<file path="src/rtl/vga_pattern_src.sv">
// vga_pattern_src: test-pattern pixel source for the VGA timing stage.
// Takes active-pixel coordinates and DE, and returns 10-bit R/G/B exactly
// two clock edges later. Four patterns (bars, scrolling checker, grey ramp,
// solid colour) are selected by a mode that only switches at frame start.
// Optional build macro: PATGEN_BORDER_EN adds a 1-pixel white frame border.
module vga_pattern_src #(
  parameter int         H_ACTIVE  = 640,
  parameter int         V_ACTIVE  = 480,
  parameter int         BAR_W     = 80,
  parameter int         CHK_SHIFT = 5,
  parameter logic [9:0] SOLID_R   = 10'h3FF,
  parameter logic [9:0] SOLID_G   = 10'h000,
  parameter logic [9:0] SOLID_B   = 10'h000
) (
  input  logic       iCLK,
  input  logic       rst,
  input  logic [9:0] iCoord_X,
  input  logic [9:0] iCoord_Y,
  input  logic       iDE,
  input  logic [1:0] iMode,
  input  logic       iMode_Valid,
  output logic [9:0] oRed,
  output logic [9:0] oGreen,
  output logic [9:0] oBlue,
  output logic       oValid,
  output logic [1:0] oMode,
  output logic [7:0] oFrame_Cnt
);

  localparam logic [9:0] X_LAST = 10'(H_ACTIVE - 1);
  localparam logic [9:0] Y_LAST = 10'(V_ACTIVE - 1);

  typedef enum logic {
    WAIT_FRAME = 1'b0,
    ACTIVE     = 1'b1
  } state_t;

  // Bar colours left to right as {R,G,B} on/off bits; index 8 (past the
  // last bar) is black.
  function automatic logic [2:0] bar_code(input logic [3:0] idx);
    case (idx)
      4'd0:    return 3'b111;  // white
      4'd1:    return 3'b110;  // yellow
      4'd2:    return 3'b011;  // cyan
      4'd3:    return 3'b010;  // green
      4'd4:    return 3'b101;  // magenta
      4'd5:    return 3'b100;  // red
      4'd6:    return 3'b001;  // blue
      default: return 3'b000;  // black
    endcase
  endfunction

  state_t      state_q, state_d;
  logic [1:0]  pend_q, pend_d;
  logic [1:0]  mode_d;
  logic [7:0]  cnt_d;
  logic        frame_start;

  // Stage-1 pipeline registers and their combinational inputs.
  logic [9:0]  s1_x;
  logic        s1_de, s1_draw, s1_inr, s1_chk;
  logic [3:0]  s1_bar, bar_idx;
  logic        chk_bit, in_range;
`ifdef PATGEN_BORDER_EN
  logic [9:0]  s1_y;
`endif

  logic [2:0]  bar_c;
  logic [29:0] pix_rgb;

  assign frame_start = iDE && (iCoord_X == 10'd0) && (iCoord_Y == 10'd0);

  // Next state, pending mode, drawn mode and frame counter.
  // NOTE: every variable gets a default at the top of always_comb so no path
  // leaves it unassigned, which would infer a latch.
  always_comb begin
    state_d = state_q;
    mode_d  = oMode;
    cnt_d   = oFrame_Cnt;
    // A strobe in the frame_start cycle itself is visible to that frame.
    pend_d  = iMode_Valid ? iMode : pend_q;
    case (state_q)
      WAIT_FRAME: begin
        if (frame_start) begin
          state_d = ACTIVE;
          mode_d  = pend_d;
          cnt_d   = oFrame_Cnt + 8'd1;
        end
      end
      ACTIVE: begin
        if (frame_start) begin
          mode_d = pend_d;
          cnt_d  = oFrame_Cnt + 8'd1;
        end
      end
      default: state_d = WAIT_FRAME;
    endcase
  end

  // Control registers: FSM state, pending mode, drawn mode, frame count.
  // NOTE: sequential state uses non-blocking assignments so every register
  // samples pre-edge values regardless of block ordering.
  always_ff @(posedge iCLK) begin
    if (rst) begin
      state_q    <= WAIT_FRAME;
      pend_q     <= 2'd0;
      oMode      <= 2'd0;
      oFrame_Cnt <= 8'd0;
    end else begin
      state_q    <= state_d;
      pend_q     <= pend_d;
      oMode      <= mode_d;
      oFrame_Cnt <= cnt_d;
    end
  end

  // Bar index by a comparator chain against multiples of BAR_W.
  always_comb begin
    bar_idx = 4'd0;
    for (int i = 1; i <= 8; i++) begin
      if ({1'b0, iCoord_X} >= 11'(i * BAR_W)) bar_idx = bar_idx + 4'd1;
    end
  end

  // Checker uses the count of the frame this pixel belongs to (cnt_d), so the
  // frame_start pixel already scrolls with the rest of its frame.
  assign chk_bit  = 1'(({1'b0, iCoord_X} + {3'b0, cnt_d}) >> CHK_SHIFT)
                    ^ iCoord_Y[CHK_SHIFT];
  assign in_range = (iCoord_X <= X_LAST) && (iCoord_Y <= Y_LAST);

  // Stage 1: register coordinates, DE, draw enable and pattern features.
  always_ff @(posedge iCLK) begin
    if (rst) begin
      s1_x    <= 10'd0;
      s1_de   <= 1'b0;
      s1_draw <= 1'b0;
      s1_inr  <= 1'b0;
      s1_chk  <= 1'b0;
      s1_bar  <= 4'd0;
`ifdef PATGEN_BORDER_EN
      s1_y    <= 10'd0;
`endif
    end else begin
      s1_x    <= iCoord_X;
      s1_de   <= iDE;
      s1_draw <= frame_start || (state_q == ACTIVE);
      s1_inr  <= in_range;
      s1_chk  <= chk_bit;
      s1_bar  <= bar_idx;
`ifdef PATGEN_BORDER_EN
      s1_y    <= iCoord_Y;
`endif
    end
  end

  assign bar_c = bar_code(s1_bar);

  // Stage-2 colour select; oMode already holds this pixel's frame mode.
  always_comb begin
    pix_rgb = 30'd0;
    if (s1_de && s1_draw && s1_inr) begin
      case (oMode)
        2'd0:    pix_rgb = {{10{bar_c[2]}}, {10{bar_c[1]}}, {10{bar_c[0]}}};
        2'd1:    pix_rgb = {30{s1_chk}};
        2'd2:    pix_rgb = {s1_x, s1_x, s1_x};
        default: pix_rgb = {SOLID_R, SOLID_G, SOLID_B};
      endcase
`ifdef PATGEN_BORDER_EN
      if (s1_x == 10'd0 || s1_x == X_LAST || s1_y == 10'd0 || s1_y == Y_LAST)
        pix_rgb = {30{1'b1}};
`endif
    end
  end

  // Stage 2: output registers.
  always_ff @(posedge iCLK) begin
    if (rst) begin
      {oRed, oGreen, oBlue} <= 30'd0;
      oValid                <= 1'b0;
    end else begin
      {oRed, oGreen, oBlue} <= pix_rgb;
      oValid                <= s1_de;
    end
  end

endmodule

</file>
<file path="config.mk">
export PLATFORM = sky130hd
export DESIGN_NAME = vga_pattern_src
export DESIGN_NICKNAME = d
export VERILOG_FILES = /design/src/rtl/vga_pattern_src.sv
export SDC_FILE = /design/constraint.sdc
export NUM_CORES = 1
export LEC_CHECK = 0
export CAP_MARGIN = 20
export CELL_PAD_IN_SITES_DETAIL_PLACEMENT = 2
export CELL_PAD_IN_SITES_GLOBAL_PLACEMENT = 2
export CORE_MARGIN = 5
export CORE_UTILIZATION = 29
export DETAILED_ROUTE_END_ITERATION = 7
export MAX_ROUTING_LAYER = met4
export PLACE_DENSITY = 0.81
export SLEW_MARGIN = 20
export SYNTH_ARGS = -nofsm -noshare
export SYNTH_HDL_FRONTEND = slang
export SYNTH_SLANG_ARGS = --single-unit
export TNS_END_PERCENT = 1
</file>
<file path="constraint.sdc">
create_clock -name iCLK -period 6.15 [get_ports iCLK]
set_input_delay 1.23 -clock iCLK [delete_from_list [all_inputs] [get_ports iCLK]]
set_output_delay 1.23 -clock iCLK [all_outputs]
set_load 0.01 [all_outputs]
</file>
Word level (Yosys, flattened, before mapping)
Index checks and enable logic that the tools add are counted.
- reduce and logical (&&, ||, !) cells: 11
- $lt $le $gt $ge: 10
- equal/unequal tests: 8
- bitwise operators: 2
- muxes and demuxes: 15
- add/subtract/negate cells: 9
- operators by type and width (kind ; count):
    $pmux 30 s3 ; 1
    $ge 10x9->1 const B ; 3
    $add 4x1->4 const B ; 7
    $mux 4 ; 7
    $pmux 3 s7 ; 1
    $ge 10x10->1 const B ; 2
    $ge 10x8->1 const B ; 2
    $logic_not 10->1 ; 2
    $eq 4x3->1 const B ; 3
    $ge 10x7->1 const B ; 1
    $le 10x10->1 const B ; 1
    $le 10x9->1 const B ; 1
    $add 8x1->8 const B ; 1
    $eq 4x2->1 const B ; 2
    $mux 8 ; 1
    $add 6x6->6 ; 1
    $logic_and 1x1->1 ; 5
    $eq 4x1->1 const B ; 1
    $logic_not 4->1 ; 1
    $mux 2 ; 2
    $mux 1 ; 3
    $eq 2x1->1 const B ; 1
    $eq 2x2->1 const B ; 1
    $logic_not 2->1 ; 1
    other kinds (4) ; 4
- flip-flop bits (word level): 62
- logic and storage cells: 69

Longest topological paths before layout
- word-level depth: 16
- mapped depth: 20
- gate-level depth less buffers: 18

Worst setup path before layout
OpenSTA, ideal clock, no wires.
- kind: input-to-reg
- start: input iCoord_X[5]
- end: register s1_bar[3]
- required time: 6078 ps
- stages: 18
- data arrival time: 5030 ps
- buffers on the path: 2
- setup slack: 1049 ps
- path through: buf_6 or2_2 a211oi_1 ha_1 clkbuf_4 or3_1 o32a_1 nand2_1 ha_1 or2b_1 o2111ai_1 a21oi_2 ha_1 nand2_1 xor3_1 xor2_1 nor4_2 mux2i_1
- cells in the longest elaborated chain, start to end: 16
- elaborated cells between the ends (all ways): 23
- ends and longest elaborated chain (element ; line ; text):
    start: declaration ; 17 ; input logic [9:0] iCoord_X,
    $ge 10x7->1 ; 121 ; if ({1'b0, iCoord_X} >= 11'(i * BAR_W)) bar_idx = bar_idx + 4'd1;
    $mux 1 ; 121 ;
    $add 4x1->4 ; 121 ;
    $mux 4 ; 121 ;
    $add 4x1->4 ; 121 ;
    $mux 4 ; 121 ;
    $add 4x1->4 ; 121 ;
    $mux 4 ; 121 ;
    $add 4x1->4 ; 121 ;
    $mux 4 ; 121 ;
    $add 4x1->4 ; 121 ;
    $mux 4 ; 121 ;
    $add 4x1->4 ; 121 ;
    $mux 4 ; 121 ;
    $add 4x1->4 ; 121 ;
    $mux 4 (*) ; 121 ;
    end signal: assignment ; 149 ; s1_bar <= bar_idx;
    end: declaration ; 62 ; logic [3:0] s1_bar, bar_idx;
Mark *: on every way between the ends. The rest lies on a longest branch, timed or not.
A chain may end at the register's enable or synchronous reset.

Worst setup path after layout
- start: input iCoord_X[4]
- end: register s1_bar[3]
The elaborated chain is that of the path after synthesis.

==> metrics.md <==
| Metric | Value |
|---|---|
| Min-Delay Path Class | `flop to flop` |
| Grt ovf | `0` |
| Routed wire length | `8430 um` |
| Switching share of total power | `0.276` |
| Post-CTS Resized | `0` |
| Antenna cells | `0` |
| Final setup fails | `0` |
| Register area share after synthesis | `0.444` |
| Sequential fraction of design power | `0.454` |
| Post CTS Setup Buffer Count | `0` |
| Fin util | `0.403` |
| Rel. slew slack | `0.426` |
| Leading area contributor after synthesis | `dfxtp_1` |
| CTS tree | `built` |
| CP Max Fanout | `10` |
| Status | `completed` |
| Seq cells post-synth | `61` |
| Post-DR wirelength/cell | `17.0 um` |
| Total GRT Usage | `0.155` |
| Worst Tran Pin Value | `0.862 ns` |
| GPL Wtd Cong | `0.836` |
| FP Rows | `35` |
| I/O Pins | `67` |
| Clock root buffer master | `clkbuf_8` |
| Distinct cells, synth | `58` |
| Core ar. | `9240 um2` |
| Clk network pwr share | `0.394` |
| Antenna Nets Post-Route | `0` |
| RSZ-0062 raised after global routing | `no` |
| Largest net degree at the start of global routing | `28` |
| Die H | `107 um` |
| Nets | `roughly 400` |
| Die width | `107 um` |
| Number of global-route vias before repair | `roughly 2,700` |
| DPL Wire Length | `6660 um` |
| NetSw | `~250 uW` |
| Fill cells | `1,010` |
| Layout cells sized above 1 | `0.0926` |
| Antenna violations before repair | `0` |
| Initial Utilization | `0.297` |
| Via density | `4.89` |
| Die area | `~12,000 um2` |
| Logic pwr share | `0.153` |
| WS Path Type | `input port to flop` |
| Area contributors post-synth | `dfxtp_1 (44%), a21oi_1 (8.2%), ha_1 (5.0%)` |
| CP Capture Type | `flop` |
| Hold Vio Cnt, Final | `0` |
| Startpoint types | `input port` |
| Clk slew on worst S/H paths | `0.07 ns` |
| Fin. max-slew vios | `0` |
| Worst vdd ir | `111 uV` |
| Most common cell after layout, fill and taps aside | `clkdlybuf4s50_1` |
| Leakage power | `1.40 nW` |
| Top cell type's share of synthesized area | `0.444` |
| I/O Buffers | `66` |
| Crit path required time | `6.42 ns` |
| Area grow syn2layout | `35.5%` |
| Ys flop type | `dfxtp_1` |
| Ys async rst share | `0` |
| First-pass GRT wire length | `13,900 um` |
| Hold_buf cts | `0` |
| DR iter-0 viols | `39` |
| Mapped Area | `2750 um2` |
| Setup TNS | `0 ns` |
| Syn. warnings | `0` |
| Crit path time final | `5.35 ns` |
| Avg Inst Size Synth | `9.29 um2` |
| Most frequent cells in the layout | `clkdlybuf4s50_1 (66), dfxtp_1 (61), a21oi_1 (45), nor2_1 (19)` |
| Number of CTS-inserted buffers | `9` |
| EDFF count, synth | `0` |
| Net count after synthesis | `333` |
| Maximum clock path buffer count | `2` |
| DR vias | `2,423` |
| Crit share post-route | `0.870` |
| Max Cap Viol | `0` |
| Mapped Cells | `296` |
| Power per Cell Area | `between 200 and 250 nW/um2` |
| First-pass detailed-route iteration total | `4` |
| Worst Clk Skew | `0.00729 ns` |
| DRC | `0` |
| Worst skew pair latency | `0.34 ns` |
| P_int | `around 650 uW` |
| Worst EP arrival | `5.62 ns` |
| H-tree depth | `3` |
| Clk sinks | `between 60 and 70` |
| Fmax | `0.187 GHz` |
[layout make-up]
type	instances	area [um2]	area share
timing repair buffer	72	706	0.189
tap	129	161	0.0433
sequential	61	1220	0.328
multi-input combinational	212	1420	0.380
clock buffer	9	124	0.0332
inverter	6	22.5	0.00604
clock inverter	7	73.8	0.0198
[stage by stage]
| step | setup slack [ns] | std cells | hold slack, ns | total power, mW | cell area [um2] |
|---|---|---|---|---|---|
| detailed placement | 0.435 | 480 | 0.471 | 0.557 | 3530 |
| finish | 0.799 | 496 | 0.465 | 0.903 | 3730 |
| global placement | 0.660 | 480 | 0.449 | 0.549 | 3530 |
| CTS | 0.795 | 496 | 0.473 | 0.916 | 3730 |
| global route | 0.505 | 496 | 0.493 | 0.945 | 3730 |
| floorplan | 1.05 | 296 | 0.440 | 0.508 | 2750 |
[registers in the layout, indices dropped and copies added (netlist names)]
name and cells:
oBlue 10, oFrame_Cnt 8, oGreen 10, oMode 2, oRed 10, oValid 1
pend_q 2, s1_bar 4, s1_chk 1, s1_de 1, s1_inr 1, s1_x 10
state_q 1
[worst paths after layout]
check              end           from  slack [ns]  depth (start not counted)
min reg2reg     oValid          s1_de        0.47                          1
max          s1_bar[3]    iCoord_X[4]        0.80                         17
max reg2reg     s1_chk  oFrame_Cnt[0]        4.01                         10
min             oValid          s1_de        0.47                          1
[cell usage after synthesis, types with 2 or more instances]
cell type and number:
a211oi_1 4, a21o_1 2, a21oi_1 45, and2_1 4
and4_1 2, buf_2 4, buf_6 2, clkbuf_1 10
dfxtp_1 61, ha_1 11, inv_1 6, mux2i_1 6
nand2_1 13, nand2b_1 5, nand3_1 7, nand4_1 4
nor2_1 19, nor2b_1 13, nor3_1 4, nor4_1 6
nor4_2 2, o211ai_1 2, o21a_1 4, o21ai_0 6
o21ai_1 2, or2_4 2, or3_1 3, or4_1 3
xnor2_1 10, xor2_1 6
[critical path: stages]
cell and delay [ns]:
clkdlybuf4s50_1 0.55, or2_2 0.35, a211oi_1 0.34, ha_1 0.42, or3_1 0.42, o32a_1 0.22
nand2_1 0.11, ha_1 0.26, or2b_1 0.17, o2111ai_1 0.13, a21oi_2 0.19, ha_1 0.16
nand2_1 0.05, xor3_1 0.38, xor2_1 0.18, nor4_2 0.27, mux2i_1 0.20
[logic make-up after synthesis]
kind of cell,share of synthesized area
DFF,0.444
muxes,0.0259
and+or+nand+nor,0.205
AOI/OAI and AO/OA,0.175
adders and majority gates,0.0501
xor gates and xnor gates,0.0596
buffers and inverters,0.0401
[per-layer routing]
metal | track usage | vias to the layer above | part of all wire
met3 | 0.0318 | 11 | 0.037
met1 | 0.168 | 1175 | 0.42
met4 | 0.0550 | 0 | 0.018
met5 | - | - | 0
met2 | 0.282 | 46 | 0.53
li1 | - | 1191 | -
[power groups by stage]
stage | sequential (mW) | clock, mW | combinational, mW
2_1_floorplan | 0.416 | 0 | 0.0918
3_3_place_gp | 0.417 | 0 | 0.131
5_1_grt | 0.410 | 0.381 | 0.153
4_1_cts | 0.409 | 0.367 | 0.140
6_report | 0.409 | 0.355 | 0.138
3_5_place_dp | 0.418 | 0 | 0.138
(Power assumes the default switching activity.)
